`src/rtl/alu_seq.sv`:
```
// alu_seq: multi-byte operation sequencer for the WIDTH-bit ALU.
//
// Accepts one wide request of up to BYTES slices. It drives the ALU one slice
// per cycle: the first slice uses the first-byte opcode and later slices use
// the chained opcode, so the ALU's internal carry links the slices. Each
// slice result is written into a wide result register, the flags are merged,
// and one response is returned over a valid/ready handshake.
//
// Optional feature: define ALU_SEQ_ABORT_EN to add the `abort` input, which
// cuts an operation short while it is in EXEC.
//
// Ports:
//   clk, rst_n          clock, asynchronous active-low reset
//   req_valid/ready     request handshake (ready only in IDLE)
//   req_op_first/chain  ALU opcode for the first slice / the remaining slices
//   req_len             slice count, clamped to 1..BYTES
//   req_msb_first       0: slices 0..L-1, 1: slices L-1..0
//   req_lhs/rhs         wide operands, slice k = [k*WIDTH +: WIDTH]
//   alu_*               registered ALU drive; alu_assert_bus is active-low
//   alu_result/flags    ALU combinational result, {lcarry,acarry,zero,sign,ovf}
//   resp_valid/ready    response handshake
//   resp_result/flags   assembled result (slices >= L are zero), merged flags
//   abort               (ALU_SEQ_ABORT_EN only) end EXEC early

module alu_seq #(
    parameter int WIDTH = 8,
    parameter int BYTES = 4,
    parameter int LEN_W = 3
) (
    input  logic                     clk,
    input  logic                     rst_n,
    input  logic                     req_valid,
    output logic                     req_ready,
    input  logic [3:0]               req_op_first,
    input  logic [3:0]               req_op_chain,
    input  logic [LEN_W-1:0]         req_len,
    input  logic                     req_msb_first,
    input  logic [WIDTH*BYTES-1:0]   req_lhs,
    input  logic [WIDTH*BYTES-1:0]   req_rhs,
    output logic [3:0]               alu_operation,
    output logic [WIDTH-1:0]         alu_lhs,
    output logic [WIDTH-1:0]         alu_rhs,
    output logic                     alu_assert_bus,
    input  logic [WIDTH-1:0]         alu_result,
    input  logic [4:0]               alu_flags,
    output logic                     resp_valid,
    input  logic                     resp_ready,
    output logic [WIDTH*BYTES-1:0]   resp_result,
    output logic [4:0]               resp_flags
`ifdef ALU_SEQ_ABORT_EN
    ,
    input  logic                     abort
`endif
);

    typedef enum logic [1:0] {
        IDLE = 2'd0,
        EXEC = 2'd1,
        RESP = 2'd2
    } state_e;

    localparam logic [LEN_W-1:0] ONE_L   = LEN_W'(1);
    localparam logic [LEN_W-1:0] BYTES_L = LEN_W'(BYTES);

    state_e                   state_q;
    logic [3:0]               op_chain_q;
    logic                     msb_first_q;
    logic [WIDTH*BYTES-1:0]   lhs_q;
    logic [WIDTH*BYTES-1:0]   rhs_q;
    logic [LEN_W-1:0]         len_q;
    logic [LEN_W-1:0]         cnt_q;
    logic [WIDTH*BYTES-1:0]   result_q;
    logic [4:0]               flags_q;
    logic                     zero_q;
    logic                     sign_q;
    logic                     ovf_q;
    logic                     req_ready_q;
    logic                     resp_valid_q;
    logic [3:0]               alu_op_q;
    logic [WIDTH-1:0]         alu_lhs_q;
    logic [WIDTH-1:0]         alu_rhs_q;
    logic                     alu_bus_q;

    logic [LEN_W-1:0]         len_d;
    logic [LEN_W-1:0]         first_s;
    logic [LEN_W-1:0]         s_cur;
    logic [LEN_W-1:0]         cnt_nx;
    logic [LEN_W-1:0]         s_nx;
    logic                     last;
    logic                     at_top;
    int unsigned              base_first;
    int unsigned              base_cur;
    int unsigned              base_nx;

    always_comb begin
        len_d = req_len;
        if (req_len == '0) begin
            len_d = ONE_L;
        end else if (req_len > BYTES_L) begin
            len_d = BYTES_L;
        end
        first_s    = req_msb_first ? (len_d - ONE_L) : '0;
        s_cur      = msb_first_q ? (len_q - ONE_L - cnt_q) : cnt_q;
        cnt_nx     = cnt_q + ONE_L;
        s_nx       = msb_first_q ? (len_q - ONE_L - cnt_nx) : cnt_nx;
        last       = (cnt_q == (len_q - ONE_L));
        // sign/overflow belong to the most significant slice, which is not
        // the final cycle when the request runs MSB first.
        at_top     = (s_cur == (len_q - ONE_L));
        base_first = 32'(first_s) * WIDTH;
        base_cur   = 32'(s_cur) * WIDTH;
        base_nx    = 32'(s_nx) * WIDTH;
    end

    always_ff @(posedge clk or negedge rst_n) begin
        if (!rst_n) begin
            state_q      <= IDLE;
            op_chain_q   <= '0;
            msb_first_q  <= 1'b0;
            lhs_q        <= '0;
            rhs_q        <= '0;
            len_q        <= '0;
            cnt_q        <= '0;
            result_q     <= '0;
            flags_q      <= '0;
            zero_q       <= 1'b0;
            sign_q       <= 1'b0;
            ovf_q        <= 1'b0;
            req_ready_q  <= 1'b1;
            resp_valid_q <= 1'b0;
            alu_op_q     <= '0;
            alu_lhs_q    <= '0;
            alu_rhs_q    <= '0;
            alu_bus_q    <= 1'b1;
        end else begin
            case (state_q)
                IDLE: begin
                    if (req_valid) begin
                        op_chain_q  <= req_op_chain;
                        msb_first_q <= req_msb_first;
                        lhs_q       <= req_lhs;
                        rhs_q       <= req_rhs;
                        len_q       <= len_d;
                        cnt_q       <= '0;
                        result_q    <= '0;
                        zero_q      <= 1'b1;
                        sign_q      <= 1'b0;
                        ovf_q       <= 1'b0;
                        req_ready_q <= 1'b0;
                        // ALU drive is registered, so slice 0 of the
                        // sequence is presented straight off the accept edge.
                        alu_op_q    <= req_op_first;
                        alu_lhs_q   <= req_lhs[base_first +: WIDTH];
                        alu_rhs_q   <= req_rhs[base_first +: WIDTH];
                        alu_bus_q   <= 1'b0;
                        state_q     <= EXEC;
                    end
                end
                EXEC: begin
`ifdef ALU_SEQ_ABORT_EN
                    if (abort) begin
                        // The slice on the bus this cycle is discarded.
                        flags_q      <= {2'b00, zero_q, 2'b00};
                        resp_valid_q <= 1'b1;
                        alu_op_q     <= '0;
                        alu_lhs_q    <= '0;
                        alu_rhs_q    <= '0;
                        alu_bus_q    <= 1'b1;
                        state_q      <= RESP;
                    end else
`endif
                    begin
                        result_q[base_cur +: WIDTH] <= alu_result;
                        zero_q <= zero_q & alu_flags[2];
                        if (at_top) begin
                            sign_q <= alu_flags[1];
                            ovf_q  <= alu_flags[0];
                        end
                        if (last) begin
                            flags_q <= {alu_flags[4], alu_flags[3],
                                        zero_q & alu_flags[2],
                                        at_top ? alu_flags[1] : sign_q,
                                        at_top ? alu_flags[0] : ovf_q};
                            resp_valid_q <= 1'b1;
                            alu_op_q     <= '0;
                            alu_lhs_q    <= '0;
                            alu_rhs_q    <= '0;
                            alu_bus_q    <= 1'b1;
                            state_q      <= RESP;
                        end else begin
                            cnt_q     <= cnt_nx;
                            alu_op_q  <= op_chain_q;
                            alu_lhs_q <= lhs_q[base_nx +: WIDTH];
                            alu_rhs_q <= rhs_q[base_nx +: WIDTH];
                        end
                    end
                end
                RESP: begin
                    if (resp_ready) begin
                        resp_valid_q <= 1'b0;
                        req_ready_q  <= 1'b1;
                        state_q      <= IDLE;
                    end
                end
                default: begin
                    state_q <= IDLE;
                end
            endcase
        end
    end

    assign req_ready      = req_ready_q;
    assign resp_valid     = resp_valid_q;
    assign resp_result    = result_q;
    assign resp_flags     = flags_q;
    assign alu_operation  = alu_op_q;
    assign alu_lhs        = alu_lhs_q;
    assign alu_rhs        = alu_rhs_q;
    assign alu_assert_bus = alu_bus_q;

endmodule

```
`config.mk`:
```
export PLATFORM = sky130hd
export DESIGN_NAME = alu_seq
export DESIGN_NICKNAME = d
export VERILOG_FILES = /design/src/rtl/alu_seq.sv
export SDC_FILE = /design/constraint.sdc
export NUM_CORES = 1
export LEC_CHECK = 0
export CORE_MARGIN = 5
export CORE_UTILIZATION = 51
export DETAILED_ROUTE_END_ITERATION = 16
export GPL_TIMING_DRIVEN = 1
export PLACE_DENSITY = 0.81
export SYNTH_ARGS = -nofsm -noshare
export SYNTH_HDL_FRONTEND = slang
export SYNTH_SLANG_ARGS = --single-unit
```
`constraint.sdc`:
```
create_clock -name clk -period 3.33 [get_ports clk]
set_clock_uncertainty 0.15 [all_clocks]
set_input_delay 0.4995 -clock clk [delete_from_list [all_inputs] [get_ports clk]]
set_output_delay 0.4995 -clock clk [all_outputs]
set_load 0.005 [all_outputs]
```
==> results of run 1 <==
[worst min-delay path, stage by stage, from the launching register on]
cell,delay [ns]
dfstp_2,0.37
nand2_1,0.04
nand2_1,0.04
[registers in the layout, summed over array words and instances, names as in the netlist]
signal and cells:
lhs_q 32, resp_result 32, rhs_q 32, alu_lhs 8, alu_rhs 8, resp_flags 5, alu_operation 4, op_chain_q 4
cnt_q 3, len_q 3, state_q 2, alu_assert_bus 1, msb_first_q 1, ovf_q 1, req_ready 1, resp_valid 1
sign_q 1, zero_q 1
[per-stage QoR]
| step | power [mW] | std cells | hold WS (ns) | setup TNS [ns] | cell area, sq um |
|---|---|---|---|---|---|
| after floorplan | 5.72 | 715 | 0.0539 | 0 | 6920 |
| after global placement | 6.93 | 1015 | 0.297 | 0 | 8640 |
| after detailed placement | 7.17 | 1015 | 0.300 | -0.481 | 8640 |
| after CTS | 9.19 | 1050 | 0.308 | 0 | 9280 |
| after global routing | 9.84 | 1051 | 0.322 | -0.0895 | 9330 |
| final | 9.28 | 1051 | 0.304 | 0 | 9330 |
[report_power, final]
group          internal [mW]  total, mW  switching [mW]
Clock                   1.17       1.92           0.744
Sequential              2.41       2.86           0.446
Combinational           2.16       4.50            2.34
Total                   5.75       9.28            3.53
[cells by family (layout without fill, tap and decap cells)]
family,after synthesis,after routing,share of synthesized area [%]
AOI/OAI and AO/OA,93,93,10.1
xor gates and xnor gates,8,8,1.57
adders and majority gates,10,10,2.03
buffers and inverters,66,226,4.36
DFF,140,140,50.7
muxes,40,40,8.99
and+or+nand+nor,358,358,22.3
[worst max path at each step]
stage | cells past startpoint | to | slack [ns] | start
2_1_floorplan | 10 | resp_result[16]$_DFFE_PN0P_ | 0.26 | len_q[0]$_DFFE_PN0P_
3_3_place_gp | 11 | resp_result[19]$_DFFE_PN0P_ | 0.13 | len_q[0]$_DFFE_PN0P_
3_5_place_dp | 11 | resp_result[3]$_DFFE_PN0P_ | -0.06 | len_q[0]$_DFFE_PN0P_
4_1_cts | 11 | resp_result[3]$_DFFE_PN0P_ | 0.004 | len_q[0]$_DFFE_PN0P_
5_1_grt | 11 | resp_result[22]$_DFFE_PN0P_ | -0.04 | len_q[0]$_DFFE_PN0P_
6_report | 10 | resp_result[0]$_DFFE_PN0P_ | 0.08 | len_q[0]$_DFFE_PN0P_
[metal layers]
metal	routed length (microns)	vias to the layer above
met3	1630	39
met1	7720	2944
met5	0	-
met4	408	0
li1	-	2740
met2	9600	312
[final cells by class]
class,count,share of cell area [%]
Clock buffer,17,4.56
Clock inverter,15,1.88
Inverter,19,0.764
Multi-Input combinational cell,509,34.1
Sequential cell,140,37.6
Tap cell,176,2.36
Timing Repair Buffer,175,18.8
[timing repair]
item / in CTS / in global routing
buffers inserted: 2 / 1
pin swaps: 0 / 2
resized for setup: 2 / 8
gates cloned: 0 / 0
endpoints found under the setup margin: 16 / 24
hold endpoints to repair: 67 / 0
hold buffers: 1 / 0
[placed cells by master, fill, tap and decap left out, types with 7 or more instances in the layout]
| cell type | n |
|---|---|
| nand2_1 | 277 |
| clkdlybuf4s50_1 | 151 |
| dfrtp_1 | 138 |
| nand3_1 | 36 |
| o21ai_0 | 23 |
| mux2i_1 | 19 |
| inv_1 | 18 |
| clkbuf_16 | 17 |
| buf_4 | 17 |
| a211oi_1 | 16 |
| a221o_1 | 16 |
| nor3b_1 | 15 |
| a311oi_1 | 15 |
| mux4_2 | 14 |
| a21oi_1 | 8 |
| nand2b_1 | 7 |
| ha_1 | 7 |
==> impl_results.md, run 1 <==
* Max cap viols at 0
* Min-Delay Path Depth at 2
* Full die area at 16000 sq um
* Rows at 42
* Peak Freq at 307 MHz
* Finished Core Util at 70.2%
* Met1 Use GR at 31.2%
* CTS buffer count at 17
* Main synth FF type: dfrtp_1
* H-tree depth at 4
* Post-route DRC at 0
* Initial Utilization at 52.0%
* Synth cell count leaders: nand2_1 (277), dfrtp_1 (138), nand3_1 (36), clkbuf_1 (32), o21ai_0 (23)
* Sequential-to-total area share from yosys stat at 50.7%
* Vias at 6035
* Tmin final at 3.25 ns
* Synth Register Bits at 140
* Worst skew pair latency at 0.42 ns
* Clock-pin slew on the worst setup and hold paths at 0.06 ns
* Fillers at 974
* Syn nets at 818
* Crit path buf inv count at 2
* Worst VDD drop at 0.793 mV
* CP Class: flop to flop
* Final slew viol count at 0
* First-pass GRT wire length at 31.2 mm
* Crit-path most repeated cell: ha_1
* Final period util at 97.7%
* # nets final at 965
* Total GRT Usage at 24.3%
* Die X at 126 microns
* Setup slack, reg-to-reg at 0.08 ns
* Final WS setup at 0.0758 ns
* Max Fanout on Critical Path at 8
* Relative slew slack at 35.3%
* Core area at 13300 sq um
* Layout cells sized above 1 at 10.9%
* Most common cell in the netlist: nand2_1
* PortBufs at 152
* Initial DRC Count at 474
* Gpl congestion at 0.839
* Post-synth top area share at 49.9%
* Cell variety after synth at 55
* Routed wire length at 19.4 mm
* Initial antenna violation count at 0
* Post-route ant nets at 0
* Outcome: completed
* Number of synthesis warnings at 0
* Final setup violation count at 0
* Critical Path AT at 3.44 ns
* Syn-to-layout area delta at 35.0%
* Grt met3 use at 6.14%
* CP top delay family: adder cells
* Reg2Reg Launch Point: len_q[0]$_DFFE_PN0P_
* Reg area at 3510 sq um
* CP cell instances: inv_2, ha_4, fa_1, mux2_4, ha_1, ha_1, nor4b_2, and4_1, buf_6, mux2i_1
* HP Class: flop to flop
* CTS tree: built
* Number of global-route vias before repair at 6251
* Critical Path End Type: flop
* Cell area after synthesis at 6920 sq um
* Worst Hold Path EP: alu_assert_bus$_DFFE_PN1P_
* Ports at 153
* Die height at 126 microns
* Clock buffer depth at 2
* Detailed-placement wirelength estimate at 13.0 mm
* Max incr delay on CP at 0.44 ns
* Largest net degree at the start of global routing at 72
* Syn_area_per_cell at 9.67 sq um
* R2r endpoint: resp_result[0]$_DFFE_PN0P_
* FFs w/ async S/R, synth at 100%
* Leak Pwr at 4.20 nW
* Routing usage on met2 at 39.8%
* DR vias/cell at 5.74
* Clock Tree Root: clkbuf_16
* Critical Path Source Type: flop
* Clock sink count at 140
* Slowest CP cell: fa_1
* Gr busiest metal: met2
* Pre-CTS setup slack at -0.0558 ns
* Worst Tran Pin Value at 0.970 ns
* Multi-input combinational cell area at 3180 sq um
* Hold wc startpoint: alu_assert_bus$_DFFE_PN1P_
* ANT cells at 0
* Grt ovf at 0
* PD cells at 994 nW/um^2
* Wirelength per Cell at 18.4 microns
* Post-Syn Instances at 715
* FF-to-FF path depth at 10
* Top cells by area, synth: dfrtp_1 (50%), nand2_1 (15%), mux4_2 (4.6%)
* Synth area leader: dfrtp_1
* Drt first pass iters at 6
* CP Data Required Time at 3.51 ns
* Fin. Hold Viols at 0
* Post-synth EDFFs at 0
Power figures use the tool's default switching activity.
==> inputs of run 2 (changes only) <==
- TNS_END_PERCENT: not set -> 5
==> run 2 against run 1 <==
  * Critical path depth stayed put
  * Die area unchanged
  * Register-to-register slack barely moved
  * Critical path type unchanged
  * Highest routed layer unchanged
==> impl_results.md, run 2 (synthesized netlist as in run 1, its figures left out) <==
* Outcome: completed
* Met2 WL at 9.59 mm
* CP cell instances: inv_2, ha_4, fa_1, mux2_4, ha_1, ha_1, nor4b_2, and4_1, buf_6, mux2i_4
* Ports at 153
* Routed wire length at 19.3 mm
* FF-to-FF path depth at 10
* Leak Pwr at 4.20 nW
* CTS buffer count at 17
* Total GRT Usage at 24.2%
* Worst skew pair latency at 0.42 ns
* Met3 WL at 1.57 mm
* Clock buffer depth at 2
* Fin. Hold Viols at 0
* Final slew viol count at 0
* Die X at 126 microns
* Clock sink count at 140
* First-pass GRT wire length at 31.1 mm
* Peak Freq at 308 MHz
* Initial Utilization at 52.0%
* DR vias/cell at 5.75
* Initial antenna violation count at 0
* Max cap viols at 0
* Pre-CTS setup slack at -0.0558 ns
* H-tree depth at 4
* Post-route ant nets at 0
* Critical Path AT at 3.43 ns
* # nets final at 965
* Slowest CP cell: fa_1
* Fin cells at 1051
* Tmin final at 3.25 ns
* Final setup violation count at 0
* Routed length on met1 at 7.72 mm
* Full die area at 16000 sq um
* Die height at 126 microns
* Max Fanout on Critical Path at 8
* Number of global-route vias before repair at 6250
* Multi-input combinational cell area at 3190 sq um
* Syn-to-layout area delta at 35.0%
* Post-route setup TNS at 0 ns
* HP Class: flop to flop
* Layout cells sized above 1 at 11.0%
* Fin Hold WS at 0.304 ns
* Detailed-placement wirelength estimate at 13.0 mm
* Final period util at 97.5%
* PD cells at 993 nW/um^2
* Most common cell after layout, fill and taps aside: nand2_1
* Largest net degree at the start of global routing at 72
* Relative slew slack at 34.1%
* Core area at 13300 sq um
* Drt first pass iters at 5
* Critical Path End Type: flop
* Leading cell types in the layout, fill and taps excluded: nand2_1 (277), clkdlybuf4s50_1 (151), dfrtp_1 (138)
* Post-route DRC at 0
* CTS tree: built
* Wirelength per Cell at 18.4 microns
* Reg area at 3510 sq um
* ANT cells at 0
* Clock-pin slew on the worst setup and hold paths at 0.06 ns
* Max incr delay on CP at 0.46 ns
* Rows at 42
* Uppermost layer routed: met4
* Worst VDD drop at 0.774 mV
* DP Cell Count at 1015
* CP Data Required Time at 3.52 ns
* Initial DRC Count at 519
* Final WS setup at 0.0849 ns
* Vias at 6042
* CP Class: flop to flop
* PortBufs at 152
* Cell area after layout at 9340 sq um
* Clock Tree Root: clkbuf_16
* Grt ovf at 0
* Critical Path Source Type: flop
* Worst Tran Pin Value at 0.988 ns
* Min-Delay Path Depth at 2
* Fillers at 975
* Gpl congestion at 0.839
* Area after DPL at 8640 sq um
* Crit-path most repeated cell: ha_1
## run 2: cell types whose count changed in the layout (fill, tap and decap cells not counted)
cell     previous run  this run
nor2b_1             2         1
nor2b_2             1         2
## run 2: where the power goes
part           switching, mW  internal, mW  leakage, nW  total (mW)
Combinational           2.32          2.17         2.14        4.49
Sequential             0.447          2.41         1.78        2.86
Clock                  0.748          1.17        0.285        1.92
Total                   3.51          5.76         4.20        9.27
## run 2: layout make-up
type	count	area share, %
Clock buffer	17	4.56
Clock inverter	15	1.88
Inverter	19	0.764
Multi-Input combinational cell	509	34.1
Sequential cell	140	37.6
Tap cell	176	2.36
Timing Repair Buffer	175	18.8
## run 2: worst paths after layout
| kind | startpoint | endpoint | slack [ns] |
|---|---|---|---|
| max | len_q[0]$_DFFE_PN0P_ | resp_result[3]$_DFFE_PN0P_ | 0.08 |
| min | alu_assert_bus$_DFFE_PN1P_ | alu_assert_bus$_DFFE_PN1P_ | 0.30 |
| max reg2reg | len_q[0]$_DFFE_PN0P_ | resp_result[3]$_DFFE_PN0P_ | 0.08 |
| min reg2reg | alu_assert_bus$_DFFE_PN1P_ | alu_assert_bus$_DFFE_PN1P_ | 0.30 |
| max in group asynchronous | rst_n | rhs_q[14]$_DFFE_PN0P_ | 1.75 |
| min in group asynchronous | rst_n | resp_flags[4]$_DFFE_PN0P_ | 0.51 |
## run 2: routing by layer
metal | vias up | GRT usage (%)
met1 | 2965 | 31.2
met4 | 0 | 9.27
met3 | 36 | 6.14
li1 | 2740 | -
met2 | 301 | 39.7
met5 | - | 0
## run 2: timing repair
action	CTS	global route
cloned	0	0
setup endpoints to repair	16	24
hold endpoints to repair	67	0
hold buffers	1	0
setup buffers	0	3
gates resized for setup	3	8
pin swaps	0	2
## run 2: critical path: cells and delay by family (launching register included)
kind / cells / cell delay (ns)
fa+ha+maj: 4 / 1.19
buf+inv: 2 / 0.30
flops: 1 / 0.43
mux: 2 / 0.55
simple gates: 2 / 0.55
## run 2: per-stage QoR
step	util (%)	total power, mW
floorplan	-	5.72
global placement	65.0	6.93
detailed placement	65.0	7.17
CTS	69.7	9.18
global route	70.2	9.83
finish	70.2	9.27
